--- src/rtl/pipe_pkg.sv ---
// Shared definitions for the handshaked pipeline-stage register.
//   state_e      : occupancy-encoded stage state (EMPTY/ONE/FULL)
//   DEF_*        : default bundle and counter widths
//   *_INC_W      : increment widths of the stall and squash counters
//   sat_sum_w()  : adder width for a saturating counter, wide enough that
//                  an overflow past the counter maximum is always visible
package pipe_pkg;

    typedef enum logic [1:0] {
        ST_EMPTY = 2'd0,
        ST_ONE   = 2'd1,
        ST_FULL  = 2'd2
    } state_e;

    localparam int unsigned DEF_CTRL_W   = 10;
    localparam int unsigned DEF_DATA_W   = 48;
    localparam int unsigned DEF_CNT_W    = 16;
    localparam int unsigned STALL_INC_W  = 1;
    localparam int unsigned SQUASH_INC_W = 2;

    function automatic int unsigned sat_sum_w(input int unsigned cnt_w,
                                              input int unsigned inc_w);
        return ((cnt_w > inc_w) ? cnt_w : inc_w) + 1;
    endfunction

endpackage

--- src/rtl/pipe_sat_counter.sv ---
// Saturating up-counter with synchronous active-high reset.
//   clk_i    : clock
//   reset_i  : synchronous reset, clears the count
//   inc_i    : amount to add this cycle
//   cnt_o    : registered count; sticks at 2^CNT_W-1, never wraps
module pipe_sat_counter
    import pipe_pkg::*;
#(
    parameter int unsigned CNT_W = DEF_CNT_W,
    parameter int unsigned INC_W = 1
) (
    input  logic             clk_i,
    input  logic             reset_i,
    input  logic [INC_W-1:0] inc_i,
    output logic [CNT_W-1:0] cnt_o
);

    localparam int unsigned SUM_W = sat_sum_w(CNT_W, INC_W);
    localparam logic [SUM_W-1:0] CNT_MAX = {{(SUM_W-CNT_W){1'b0}}, {CNT_W{1'b1}}};

    logic [CNT_W-1:0] cnt_q;
    logic [CNT_W-1:0] cnt_d;
    logic [SUM_W-1:0] sum;

    always_comb begin
        sum   = SUM_W'(cnt_q) + SUM_W'(inc_i);
        cnt_d = (sum > CNT_MAX) ? '1 : sum[CNT_W-1:0];
    end

    always_ff @(posedge clk_i) begin
        if (reset_i) begin
            cnt_q <= '0;
        end else begin
            cnt_q <= cnt_d;
        end
    end

    assign cnt_o = cnt_q;

endmodule

--- src/rtl/pipe_stage_skid.sv ---
// Handshaked pipeline-stage register carrying a control and a data bundle.
//   clk, reset            : clock, synchronous active-high reset
//   flush                 : discard every held entry and the incoming one
//   in_valid/in_ready     : upstream handshake, in_ctrl/in_data payload
//   out_valid/out_ready   : downstream handshake, out_ctrl/out_data payload
//   occupancy             : entries held (0..2)
//   stall_cnt, squash_cnt : saturating debug counters
// SKID=1 uses a main + skid register so in_ready is a pure state decode;
// SKID=0 uses a single register with pass-through ready.
module pipe_stage_skid
    import pipe_pkg::*;
#(
    parameter int unsigned CTRL_W = DEF_CTRL_W,
    parameter int unsigned DATA_W = DEF_DATA_W,
    parameter int unsigned SKID   = 1,
    parameter int unsigned CNT_W  = DEF_CNT_W
) (
    input  logic              clk,
    input  logic              reset,
    input  logic              flush,
    input  logic              in_valid,
    output logic              in_ready,
    input  logic [CTRL_W-1:0] in_ctrl,
    input  logic [DATA_W-1:0] in_data,
    output logic              out_valid,
    input  logic              out_ready,
    output logic [CTRL_W-1:0] out_ctrl,
    output logic [DATA_W-1:0] out_data,
    output logic [1:0]        occupancy,
    output logic [CNT_W-1:0]  stall_cnt,
    output logic [CNT_W-1:0]  squash_cnt
);

    logic [CTRL_W-1:0] main_ctrl_q;
    logic [DATA_W-1:0] main_data_q;
    logic              retire;
    logic              stall_inc;
    logic [1:0]        squash_inc;

    generate
        if (SKID != 0) begin : g_skid
            state_e            state_q;
            logic [CTRL_W-1:0] skid_ctrl_q;
            logic [DATA_W-1:0] skid_data_q;

            // main_ctrl_q is zeroed on every transition into EMPTY so that
            // out_ctrl needs no output gating.
            always_ff @(posedge clk) begin
                if (reset) begin
                    state_q     <= ST_EMPTY;
                    main_ctrl_q <= '0;
                    main_data_q <= '0;
                    skid_ctrl_q <= '0;
                    skid_data_q <= '0;
                end else if (flush) begin
                    state_q     <= ST_EMPTY;
                    main_ctrl_q <= '0;
                end else begin
                    case (state_q)
                        ST_EMPTY: begin
                            if (in_valid) begin
                                main_ctrl_q <= in_ctrl;
                                main_data_q <= in_data;
                                state_q     <= ST_ONE;
                            end
                        end
                        ST_ONE: begin
                            if (in_valid && out_ready) begin
                                main_ctrl_q <= in_ctrl;
                                main_data_q <= in_data;
                            end else if (in_valid) begin
                                skid_ctrl_q <= in_ctrl;
                                skid_data_q <= in_data;
                                state_q     <= ST_FULL;
                            end else if (out_ready) begin
                                main_ctrl_q <= '0;
                                state_q     <= ST_EMPTY;
                            end
                        end
                        ST_FULL: begin
                            if (out_ready) begin
                                main_ctrl_q <= skid_ctrl_q;
                                main_data_q <= skid_data_q;
                                state_q     <= ST_ONE;
                            end
                        end
                        default: begin
                            main_ctrl_q <= '0;
                            state_q     <= ST_EMPTY;
                        end
                    endcase
                end
            end

            assign in_ready  = (state_q != ST_FULL);
            assign out_valid = (state_q != ST_EMPTY);
            assign occupancy = state_q;
        end else begin : g_pass
            logic valid_q;

            always_ff @(posedge clk) begin
                if (reset) begin
                    valid_q     <= 1'b0;
                    main_ctrl_q <= '0;
                    main_data_q <= '0;
                end else if (flush) begin
                    valid_q     <= 1'b0;
                    main_ctrl_q <= '0;
                end else if (in_valid && in_ready) begin
                    valid_q     <= 1'b1;
                    main_ctrl_q <= in_ctrl;
                    main_data_q <= in_data;
                end else if (valid_q && out_ready) begin
                    valid_q     <= 1'b0;
                    main_ctrl_q <= '0;
                end
            end

            assign in_ready  = !valid_q || out_ready;
            assign out_valid = valid_q;
            assign occupancy = {1'b0, valid_q};
        end
    endgenerate

    assign out_ctrl = main_ctrl_q;
    assign out_data = main_data_q;

    // An entry retiring in the flush cycle reached downstream, so it is
    // subtracted from the squash count.
    always_comb begin
        retire     = out_valid && out_ready;
        stall_inc  = out_valid && !out_ready;
        squash_inc = flush ? (occupancy - {1'b0, retire}) : 2'd0;
    end

    pipe_sat_counter #(
        .CNT_W (CNT_W),
        .INC_W (STALL_INC_W)
    ) u_stall_cnt (
        .clk_i   (clk),
        .reset_i (reset),
        .inc_i   (stall_inc),
        .cnt_o   (stall_cnt)
    );

    pipe_sat_counter #(
        .CNT_W (CNT_W),
        .INC_W (SQUASH_INC_W)
    ) u_squash_cnt (
        .clk_i   (clk),
        .reset_i (reset),
        .inc_i   (squash_inc),
        .cnt_o   (squash_cnt)
    );

endmodule

--- config.mk ---
export PLATFORM = sky130hd
export DESIGN_NAME = pipe_stage_skid
export DESIGN_NICKNAME = d
export VERILOG_FILES = /design/src/rtl/pipe_pkg.sv /design/src/rtl/pipe_sat_counter.sv /design/src/rtl/pipe_stage_skid.sv
export SDC_FILE = /design/constraint.sdc
export NUM_CORES = 1
export LEC_CHECK = 0
export ABC_CLOCK_PERIOD_IN_PS = 5950
export BUFFER_PORTS_ARGS = -buffer_cell sky130_fd_sc_hd__buf_2
export CORE_MARGIN = 8
export CORE_UTILIZATION = 45
export CTS_CLUSTER_SIZE = 28
export DETAILED_ROUTE_END_ITERATION = 8
export PLACE_DENSITY = 0.69
export SYNTH_ARGS = -nofsm -noshare
export SYNTH_HDL_FRONTEND = slang
export SYNTH_SLANG_ARGS = --single-unit
--- constraint.sdc ---
create_clock -name clk -period 5.95 [get_ports clk]
set_input_delay 1.19 -clock clk [delete_from_list [all_inputs] [get_ports clk]]
set_output_delay 1.19 -clock clk [all_outputs]
set_load 0.005 [all_outputs]
# [After elaboration in Yosys (flattened, before gate mapping)]
# Cells that the tools add are included.
[totals] register_bits=150 input_bits=63 output_inout_bits=94 word_cells=55
[op_classes] n_addsub=3 order_cmp=2 n_eq_ne=10 mux=19 bitwise=2 n_reduce_logical=12
[ops] op="$mux W48" n=3
[ops] op="$pmux W48 S3" n=1
[ops] op="$mux W10" n=5
[ops] op="$gt A17 B16 Y1 const B" n=2
[ops] op="$mux W16" n=2
[ops] op="$pmux W10 S3" n=1
[ops] op="$add A16 B1 Y17" n=1
[ops] op="$add A16 B2 Y17" n=1
[ops] op="$mux W2" n=6
[ops] op="$reduce_and A4 Y1" n=3
[ops] op="$ne A2 B2 Y1 const B" n=5
[ops] op="$ne A3 B3 Y1 const B" n=3
[ops] op="$pmux W2 S3" n=1
[ops] op="$reduce_and A5 Y1" n=1
[ops] op="$logic_and A1 B1 Y1" n=3
[ops] op="$reduce_bool A3 Y1" n=1
[ops] op="$eq A2 B1 Y1 const B" n=1
[ops] op="$eq A2 B2 Y1 const B" n=1
[ops] op="$logic_not A2 Y1" n=1
[ops] op="$not A1 Y1" n=2
[ops] op="$reduce_bool A2 Y1" n=1
[ops] op="$reduce_or A2 Y1" n=1
[ops] op="$sub A2 B1 Y2" n=1
[ops] op="$logic_not A1 Y1" n=1

# [Logic depth before layout (Yosys ltp)]
# Gate-level depths: netlist (run 1).
[logic_depth] depth_word=7 ltp_mapped=13 depth_no_buf=11

# [Cells and area by module]
# A second synthesis (run 1) with hierarchy kept.
[hier_totals] cells_unflattened=766 area_unflattened_um2=6645.1
[by_module_without_submodules] mod="pipe_stage_skid" n_inst=1 cells_per_inst=591 area_each_um2=5051.1 seq_area_each_um2=2362.3
[by_module_without_submodules] mod="pipe_sat_counter at u_squash_cnt" n_inst=1 cells_per_inst=89 area_each_um2=815.8 seq_area_each_um2=320.3
[by_module_without_submodules] mod="pipe_sat_counter at u_stall_cnt" n_inst=1 cells_per_inst=86 area_each_um2=778.2 seq_area_each_um2=320.3

# [Worst setup path after synthesis (run 1)]
# OpenSTA, ideal clock, no wires.
[synth_path] kind="in2reg" startpoint="in flush" endpoint="reg u_squash_cnt.cnt_q[10] (netlist: u_squash_cnt.cnt_o[10])" setup_time_ns=0.070 arrival_ns=3.383 required_time_ns=5.880 setup_slack_ns=2.497 cell_stages=11 n_path_buf=4 path_cell_list="clkbuf_1 > clkbuf_1 > clkbuf_1 > nor2b_1 > ha_1 > fa_1 > nand3_2 > nor4_4 > nand2_1 > buf_2 > a21oi_1"
[synth_between] elab_chain_cells=4
[synth_rtl] element="from (decl)" line_no="pipe_stage_skid.sv:20" text="input logic flush,"
[synth_rtl] element="$mux W2 (*)" line_no="pipe_stage_skid.sv:133" text="squash_inc = flush ? (occupancy - {1'b0, retire}) : 2'd0;"
[synth_rtl] element="$add A16 B2 Y17 (*)" line_no="pipe_sat_counter.sv:26" text="sum = SUM_W'(cnt_q) + SUM_W'(inc_i);"
[synth_rtl] element="$gt A17 B16 Y1" line_no="pipe_sat_counter.sv:27" text="cnt_d = (sum > CNT_MAX) ? '1 : sum[CNT_W-1:0];"
[synth_rtl] element="$mux W16 (*)" line_no="pipe_sat_counter.sv:27"
[synth_rtl] element="to (signal assigned)" line_no="pipe_sat_counter.sv:34" text="cnt_q <= cnt_d;"
[synth_rtl] element="to (decl)" line_no="pipe_sat_counter.sv:21" text="logic [CNT_W-1:0] cnt_q;"
# Mark *: on every way between the ends. The rest lies on a longest branch, timed or not.
# A chain may end at the register's enable or synchronous reset.

# [Worst setup path after layout (run 1)]
[layout_path] startpoint="reg g_skid.state_q[0] (netlist: occupancy[0])" endpoint="out in_ready"
[layout_between] elab_chain_cells=1
[layout_rtl] element="from (decl)" line_no="pipe_stage_skid.sv:42" text="state_e state_q;"
[layout_rtl] element="from (signal assigned)" line_no="pipe_stage_skid.sv:50" text="state_q <= ST_EMPTY;"
[layout_rtl] element="from (signal assigned)" line_no="pipe_stage_skid.sv:56" text="state_q <= ST_EMPTY;"
[layout_rtl] element="from (signal assigned)" line_no="pipe_stage_skid.sv:64" text="state_q <= ST_ONE;"
[layout_rtl] element="$ne A2 B2 Y1" line_no="pipe_stage_skid.sv:95" text="assign in_ready = (state_q != ST_FULL);"
[layout_rtl] element="to (decl)" line_no="pipe_stage_skid.sv:22" text="output logic in_ready,"
# No other way between the ends.

==> results.py, run 1 <==
metrics = {
    "detailed_routing": {
        "firstDrtPassIters": 7,
        "finalWirelength_mm": 16.4,
        "ant_nets": 0,
        "vias": 5683,
        "viasPerCell": 5.30,
        "drc": 0,
        "wl_per_cell_um": 15.3,
        "drtIter0Drc": 397,
    },
    "finish": {
        "syn_to_final_growth_pct": 19.0,
        "n_fill_cell": 1341,
        "finalNetCount": 947,
        "final_cells": 1073,
        "n_antenna_cell": 0,
        "drive_gt1_frac": 0.225,
        "post-route-util": 0.540,
        "design_area_um2": 7760,
    },
    "synthesis": {
        "ys.warnings.count": 0,
        "yosys-top-cells-count": "dfxtp_1 (150), a21oi_1 (138), nand2_1 (131)",
        "async_reset_ff_frac": 0,
        "synth_nets": 827,
        "synth_ff_type": "dfxtp_1",
        "synth_edf_count": 0,
        "synth_top_area_frac": 0.460,
        "synth-seq-area-share": 0.460,
        "synth_area_um2": 6530,
        "synth.avg_cell_area_um2": 8.61,
        "yosysMostFrequentCell": "dfxtp_1",
        "synthTopCellsByArea": "dfxtp_1 (46%), a21oi_1 (11%), nand2_1 (7.5%)",
        "syn_inst": 758,
        "synth-seq-cells": 150,
        "synth_top_cell_by_area": "dfxtp_1",
        "synth_cell_types": 48,
    },
    "sta": {
        "max_freq_mhz": 312,
        "finalClockSkew_ns": 0.00597,
        "tns_ns": 0,
        "period_share": 0.539,
        "timing.hold.ws_ns": 0.451,
        "period_minus_slack_ns": 3.21,
        "relSlewSlack": 0.350,
        "worstMarginPinSlew_ns": 0.973,
        "finalMaxSlewViolations": 0,
        "rsz0062_at_grt": "no",
        "setup_slack_ns": 2.74,
        "setup_viol": 0,
        "hold_viol_final": 0,
    },
    "clock_tree": {
        "post_cts_resized": 0,
        "numClockSinks": 150,
        "cts_inserted_buffers": 17,
        "cts_tree": "yes",
        "h-tree-depth": 4,
        "cts_root_buf": "clkbuf_16",
        "clockBufferDepth": 2,
        "path_clk_slew_ns": 0.06,
        "cts_setup_buffers": 0,
        "clock_latency_ns": 0.41,
        "holdBufCountCts": 0,
    },
    "pwr": {
        "power.total_mw": 2.13,
        "power.density_nw_per_um2": 275,
        "ir_drop_mv": 0.166,
        "p_leak_nw": 3.36,
    },
    "placed_design": {
        "place_inst": 1043,
        "port_buffers": 156,
        "hpwl_mm": 10.7,
        "place_area_um2": 7250,
        "gp_routability_congestion": 0.808,
        "dp_slack_ns": 2.42,
    },
    "setup_path": {
        "startpoint": "occupancy[0]",
        "critPathKind": "register to output port",
        "crit_fanout": 50,
        "start_kind": "register",
        "max_stage_delay_ns": 0.83,
        "r2r_end": "u_squash_cnt.cnt_o[4]",
        "endpoint_kind": "output port",
        "crit_end": "in_ready",
        "cp.required_ns": 4.76,
        "critical_path_arrival_ns": 2.02,
        "reg2reg_from": "occupancy[1]",
        "r2r_cells": 11,
        "crit_chain": "nand2b_4, buf_2",
        "slowest_stage": "nand2b_4",
        "r2r_slack_ns": 3.01,
    },
    "outcome": {
        "status": "finished clean",
    },
    "floorplan": {
        "io_pins": 157,
        "start_util": 0.454,
        "die_area_um2": 18600,
        "die_height_um": 136,
        "die_w_um": 136,
        "placeableCoreArea_um2": 14400,
        "num_rows": 44,
    },
    "global_route": {
        "grt_pass1_wl_mm": 26.6,
        "track_usage": 0.177,
        "antenna_found_initial": 0,
        "grt_max_degree": 95,
        "grt_remaining_overflow": 0,
        "grt_pass1_vias": 5378,
    },
    "job": {
        "drv_cap": 0,
    },
    "min_path": {
        "min_path_type": "register to register",
    },
}
## metal layers
layer / vias up / track usage / share of wire
met5: - / 0 / 0
li1: 2895 / - / -
met3: 12 / 0.0514 / 0.062
met4: 0 / 0.0580 / 0.0094
met1: 2626 / 0.222 / 0.45
met2: 150 / 0.286 / 0.48
## placed cells by master (no fill, tap or decap), types with 2 or more instances in the layout
cell type,Yosys,layout
a211oi_1,3,3
a21oi_1,138,138
a222oi_1,10,10
a31oi_1,2,2
and2_1,2,2
and3_1,2,2
and4_1,2,2
and4b_1,2,2
buf_2,14,155
buf_4,1,7
clkbuf_1,37,5
clkbuf_16,0,17
clkbuf_8,0,3
clkinv_2,0,5
dfxtp_1,150,150
ha_1,5,5
inv_1,9,9
mux2i_1,49,49
nand2_1,131,131
nand2b_4,1,2
nand3_1,7,7
nand3_2,2,2
nand4_1,6,6
nor2_1,24,24
nor2b_1,4,4
nor3_1,9,9
nor4_1,3,3
nor4_2,2,2
o21ai_0,50,50
or3_1,49,48
xnor2_1,16,16
xor2_1,2,2
## worst min path at each step
stage / from / end / slack [ns] / cells past startpoint
after global placement: g_skid.skid_data_q[47] / g_skid.skid_data_q[47] / 0.44 / 2
after CTS: g_skid.skid_data_q[1] / g_skid.skid_data_q[1] / 0.45 / 2
final: g_skid.skid_data_q[32] / g_skid.skid_data_q[32] / 0.45 / 2
after floorplan: g_skid.skid_data_q[0] / g_skid.skid_data_q[0] / 0.44 / 2
after global routing: g_skid.skid_data_q[1] / g_skid.skid_data_q[1] / 0.47 / 2
after detailed placement: g_skid.skid_data_q[39] / g_skid.skid_data_q[39] / 0.45 / 2
## critical path: cells and delay by family, from the launching register on
kind          cells  cell delay, ns
flops             1            0.51
buf+inv           1            0.25
simple gates      1            0.83
## sequential cells by signal, summed over array words and instances (netlist names)
name and count:
u_stall_cnt.cnt_o 16, out_ctrl 10, u_squash_cnt.cnt_o 16, g_skid.skid_data_q 48
occupancy 2, out_data 48, g_skid.skid_ctrl_q 10
## cells by family (layout without fill, tap and decap cells)
family                     count (synthesis)  count (layout)  synth area share
AOI/OAI and AO/OA                        210             210             0.175
DFF                                      150             150             0.460
buffers and inverters                     70             201            0.0594
muxes                                     49              49            0.0752
xor gates and xnor gates                  18              18            0.0242
and+or+nand+nor                          255             255             0.194
adders and majority gates                  6               6            0.0127
## power by group
| group | total [mW] | internal (mW) | switching (mW) |
|---|---|---|---|
| combinational | 0.152 | 0.0620 | 0.0903 |
| clock | 0.943 | 0.558 | 0.385 |
| sequential | 1.04 | 1.03 | 0.0117 |
| total | 2.13 | 1.65 | 0.487 |
## layout make-up
cell class                 count  area (um2)  area share
inverter                       9        33.8     0.00435
sequential                   150        3000       0.387
tap                          184         230      0.0297
clock inverter                 5        25.0     0.00322
clock buffer                  25         485      0.0625
multi-input combinational    538        3160       0.407
timing repair buffer         162         828       0.107
Power figures use the tool's default switching activity.
==> run 2: changes to the inputs <==
ABC_CLOCK_PERIOD_IN_PS = 2600   (was 5950)
PLACE_DENSITY = 0.72   (was 0.69)
clock period = 2.6 ns   (was 5.95 ns; I/O delays follow)
==> run 2 against run 1 <==
Against the previous run: non-clock buffer count rose by 13; global-route usage fell by 0.27 points; first-iteration DRC count fell by 8.8%; wire length rose by 1.2%; sequential share of layout area fell by 1.5 points; power rose to 2.5 times the previous value.
==> results.py, run 2 (synthesized netlist as in run 1, its figures left out) <==
metrics = {
    "outcome": {
        "status": "finished clean",
    },
    "clock_tree": {
        "numClockSinks": 150,
        "clock_latency_ns": 0.41,
        "cts_tree": "yes",
        "cts_root_buf": "clkbuf_16",
        "h-tree-depth": 4,
        "holdBufCountCts": 0,
        "clockBufferDepth": 2,
        "path_clk_slew_ns": 0.06,
        "cts_inserted_buffers": 17,
    },
    "sta": {
        "timing.hold.ws_ns": 0.354,
        "worstMarginPinSlew_ns": 0.679,
        "tns_ns": 0,
        "relSlewSlack": 0.545,
        "period_share": 0.926,
        "setup_viol": 0,
        "rsz0062_at_grt": "no",
        "hold_viol_final": 0,
        "finalClockSkew_ns": 0.00645,
        "period_minus_slack_ns": 2.41,
        "max_freq_mhz": 415,
        "finalMaxSlewViolations": 0,
    },
    "setup_path": {
        "critical_path_arrival_ns": 2.73,
        "path_buf_inv": 2,
        "critPathKind": "register to register",
        "max_stage_delay_ns": 0.32,
        "r2r_end": "u_squash_cnt.cnt_o[15]",
        "crit_chain": "inv_1, nand2_1, and2_1, ha_1, xor2_1, and2_1, ha_1, a21oi_1, buf_4, nor4_4, a31oi_1, a311oi_1",
        "start_kind": "register",
        "critPathTopFamily": "simple AND/OR/NAND/NOR gates",
        "endpoint_kind": "register",
        "reg2reg_from": "occupancy[0]",
        "r2r_cells": 12,
        "r2r_slack_ns": 0.19,
        "crit_fanout": 6,
        "slowest_stage": "dfxtp_1",
        "cp.required_ns": 2.92,
    },
    "floorplan": {
        "num_rows": 44,
        "start_util": 0.454,
        "die_area_um2": 18600,
        "die_w_um": 136,
        "die_height_um": 136,
        "placeableCoreArea_um2": 14400,
        "io_pins": 157,
    },
    "global_route": {
        "grt_pass1_vias": 5379,
        "track_usage": 0.175,
        "grt_max_degree": 80,
        "grt_pass1_wl_mm": 26.4,
        "grt_remaining_overflow": 0,
        "antenna_found_initial": 0,
    },
    "detailed_routing": {
        "drc": 0,
        "drtIter0Drc": 362,
        "viasPerCell": 5.31,
        "vias": 5783,
        "firstDrtPassIters": 5,
        "ant_nets": 0,
        "wl_per_cell_um": 15.2,
        "finalWirelength_mm": 16.6,
    },
    "finish": {
        "syn_to_final_growth_pct": 23.6,
        "post-route-util": 0.562,
        "final_cell_mix": "buf_2 (155), dfxtp_1 (150), a21oi_1 (138)",
        "drive_gt1_frac": 0.242,
        "final_cells": 1089,
        "design_area_um2": 8070,
        "mostFrequentLayoutCell": "buf_2",
        "finalNetCount": 960,
    },
    "job": {
        "drv_cap": 0,
    },
    "min_path": {
        "min_from": "in_data[18]",
        "min_path_type": "input pin to register",
        "min_to": "g_skid.skid_data_q[18]",
        "min_path_cells": 3,
    },
    "placed_design": {
        "hpwl_mm": 10.9,
        "gp_routability_congestion": 0.826,
        "place_area_um2": 7400,
        "port_buffers": 156,
        "place_inst": 1056,
    },
    "pwr": {
        "power.density_nw_per_um2": 671,
        "p_leak_nw": 3.50,
        "ir_drop_mv": 0.394,
    },
}
[run 2: through the flow]
stage	worst slack [ns]	power (mW)
after global placement	0.0946	2.80
after global routing	0.0195	5.64
after CTS	0.114	5.48
after floorplan	0.114	2.63
after detailed placement	0.0310	2.80
final	0.192	5.41
[run 2: report_power, final]
| group | total (mW) | switching [mW] | leakage (nW) | internal (mW) |
|---|---|---|---|---|
| Combinational | 0.368 | 0.212 | 1.98 | 0.156 |
| Sequential | 2.38 | 0.0261 | 1.22 | 2.35 |
| Clock | 2.66 | 0.934 | 0.307 | 1.73 |
[run 2: tightest hold or removal path, delay by kind of cell]
kind                   cells  cell delay (ns)
and+or+nand+nor            1             0.05
buffers and inverters      1             0.10
AOI/OAI and AO/OA          1             0.05
[run 2: layer usage]
layer  vias up  global-route usage  part of all wire
met5         -                   0                 0
met4         0              0.0476            0.0080
met3         8              0.0588             0.073
met2       163               0.277              0.47
met1      2689               0.221              0.45
li1       2923                   -                 -
[run 2: cell type report]
type,instances,area [um2]
repair buffers,175,976
well taps,184,230
clock buffers,20,447
clock inverters,12,200
diodes,1,2.50
flip-flops and latches,150,3000
fillers,1326,6300
multi-input cells,538,3180
inverters,9,33.8
[run 2: repair_timing]
action,4_1_cts,5_1_grt
gates resized for setup,0,3
endpoints found under the setup margin,0,8
setup buffers,0,0
hold endpoints to repair,0,0
[run 2: worst max-delay path by stage]
stage	slack (ns)	to	from	depth (start not counted)
finish	0.19	u_squash_cnt.cnt_o[15]	occupancy[0]	12
global route	0.02	u_squash_cnt.cnt_o[10]	occupancy[0]	11
CTS	0.11	u_squash_cnt.cnt_o[15]	occupancy[0]	12
detailed placement	0.03	u_squash_cnt.cnt_o[14]	out_ready	11
global placement	0.09	u_squash_cnt.cnt_o[15]	out_ready	11
floorplan	0.11	u_squash_cnt.cnt_o[3]	flush	11
==> run 3: changes to the inputs <==
PLACE_DENSITY = 0.71   (was 0.72)
SYNTH_HIERARCHICAL = 1   (was unset)
==> run 3 against run 2 <==
Against the previous run: die area increased by 1.6%; clock-buffer cell count unchanged; non-clock buffer count decreased by 3; worst hold slack about the same; global-route usage increased by 0.46 points; critical endpoint is now u_squash_cnt/cnt_o[14].
==> results.py, run 3 <==
metrics = {
    "detailed_routing": {
        "drtIter0Drc": 365,
        "firstDrtPassIters": 5,
        "viasPerCell": 5.26,
        "wl_per_cell_um": 15.8,
        "ant_nets": 0,
        "vias": 5747,
        "finalWirelength_mm": 17.2,
        "drc": 0,
    },
    "synthesis": {
        "synth_top_area_frac": 0.452,
        "synthTopCellsByArea": "dfxtp_1 (45%), a21oi_1 (9.6%), mux2i_1 (8.1%)",
        "synth_cell_types": 50,
        "synth_area_um2": 6650,
        "synth-seq-cells": 150,
        "yosysMostFrequentCell": "dfxtp_1",
        "ys.warnings.count": 6,
        "synth_ff_type": "dfxtp_1",
        "synth-seq-area-share": 0.452,
        "yosys-top-cells-count": "dfxtp_1 (150), nand2_1 (131), a21oi_1 (128)",
        "synth.avg_cell_area_um2": 8.68,
        "syn_inst": 766,
        "synth_nets": 835,
        "async_reset_ff_frac": 0,
        "synth_edf_count": 0,
        "synth_top_cell_by_area": "dfxtp_1",
    },
    "clock_tree": {
        "holdBufCountCts": 0,
        "clockBufferDepth": 2,
        "clock_latency_ns": 0.41,
        "h-tree-depth": 4,
        "path_clk_slew_ns": 0.06,
        "cts_root_buf": "clkbuf_16",
        "cts_inserted_buffers": 17,
        "cts_setup_buffers": 0,
        "cts_tree": "yes",
        "numClockSinks": 150,
    },
    "placed_design": {
        "gp_routability_congestion": 0.831,
        "port_buffers": 156,
        "place_area_um2": 7470,
        "dp_slack_ns": 0.0482,
        "hpwl_mm": 11.0,
    },
    "global_route": {
        "grt_max_degree": 141,
        "antenna_found_initial": 1,
        "grt_pass1_vias": 5280,
        "track_usage": 0.179,
        "grt_pass1_wl_mm": 27.3,
        "grt_remaining_overflow": 0,
    },
    "pwr": {
        "p_leak_nw": 3.50,
        "power.density_nw_per_um2": 640,
        "ir_drop_mv": 0.473,
    },
    "finish": {
        "syn_to_final_growth_pct": 21.4,
        "final_cell_mix": "buf_2 (155), dfxtp_1 (150), nand2_1 (131)",
        "mostFrequentLayoutCell": "buf_2",
        "multi_input_area_um2": 3280,
        "finalNetCount": 963,
        "drive_gt1_frac": 0.241,
        "design_area_um2": 8070,
        "n_fill_cell": 1367,
        "seqCellArea_um2": 3000,
    },
    "sta": {
        "period_share": 0.926,
        "finalMaxSlewViolations": 0,
        "finalClockSkew_ns": 0.00426,
        "relSlewSlack": 0.551,
        "hold_viol_final": 0,
        "period_minus_slack_ns": 2.41,
        "worstMarginPinSlew_ns": 0.674,
        "tns_ns": 0,
        "max_freq_mhz": 415,
        "rsz0062_at_grt": "no",
        "setup_slack_ns": 0.192,
        "setup_viol": 0,
    },
    "job": {
        "drv_cap": 0,
    },
    "floorplan": {
        "die_height_um": 138,
        "placeableCoreArea_um2": 14500,
        "io_pins": 157,
        "die_area_um2": 18900,
        "die_w_um": 138,
        "num_rows": 44,
        "start_util": 0.459,
    },
    "setup_path": {
        "cp.required_ns": 2.93,
        "start_kind": "register",
        "critical_path_arrival_ns": 2.73,
        "r2r_cells": 12,
        "crit_fanout": 5,
        "critPathKind": "register to register",
        "endpoint_kind": "register",
    },
    "outcome": {
        "status": "finished clean",
    },
    "min_path": {
        "min_path_cells": 3,
        "min_path_type": "input pin to register",
    },
}
-- run 3: report_power, final --
group | switching [mW] | internal [mW]
combinational | 0.213 | 0.152
sequential | 0.0267 | 2.35
clock | 0.955 | 1.46
-- run 3: cell type report --
cell class                 count  area share
inverter                       8     0.00372
antenna                        1    0.000310
clock inverter                12      0.0158
timing repair buffer         172       0.117
tap                          184      0.0285
multi-input combinational    545       0.406
sequential                   150       0.372
clock buffer                  20      0.0566
-- run 3: kinds of logic after synthesis --
group                    Yosys count  share of synthesized area
buffers and inverters             71                     0.0591
XOR/XNOR                          19                     0.0250
AO/OA/AOI/OAI                    218                      0.180
multiplexers                      54                     0.0813
flip-flops                       150                      0.452
AND/OR/NAND/NOR                  248                      0.190
adder cells (fa/ha/maj)            6                     0.0124
-- run 3: routing by layer --
layer | global-route usage | vias to the layer above | share of wire | wire (um)
met3 | 0.0558 | 2 | 0.059 | 1020
met4 | 0.0441 | 0 | 0.0035 | 61
met2 | 0.276 | 140 | 0.47 | 8150
met1 | 0.239 | 2664 | 0.46 | 7980
met5 | 0 | - | 0 | 0
li1 | - | 2941 | - | -
-- run 3: path summary, 6_finish.rpt --
path | start | endpoint | slack (ns)
max | occupancy[1] | u_squash_cnt/cnt_o[14] | 0.19
min | in_data[16] | g_skid.skid_data_q[16] | 0.35
max reg2reg | occupancy[1] | u_squash_cnt/cnt_o[14] | 0.19
min reg2reg | g_skid.skid_data_q[47] | g_skid.skid_data_q[47] | 0.45
-- run 3: critical path, cell delays in order, from the launching register on --
cell	delay, ns
dfxtp_1	0.31
inv_1	0.10
nand2_1	0.07
and2_1	0.15
ha_1	0.27
nor2b_1	0.13
ha_1	0.19
fa_1	0.23
nand3_1	0.11
buf_4	0.18
nor4_1	0.32
nor2_1	0.07
a211oi_1	0.20
-- run 3: what timing repair did --
item / in CTS / in global routing
setup endpoints to repair: 0 / 7
resized for setup: 0 / 2
endpoints found under the hold margin: 0 / 0
-- run 3: stage by stage --
| step | std cells | hold slack (ns) | power [mW] | utilization |
|---|---|---|---|---|
| after floorplan | 766 | 0.436 | 2.63 | - |
| after global placement | 1059 | 0.441 | 2.79 | 0.516 |
| after detailed placement | 1059 | 0.442 | 2.80 | 0.516 |
| after CTS | 1091 | 0.334 | 5.21 | 0.556 |
| after global routing | 1092 | 0.334 | 5.37 | 0.557 |
| final | 1092 | 0.354 | 5.16 | 0.557 |
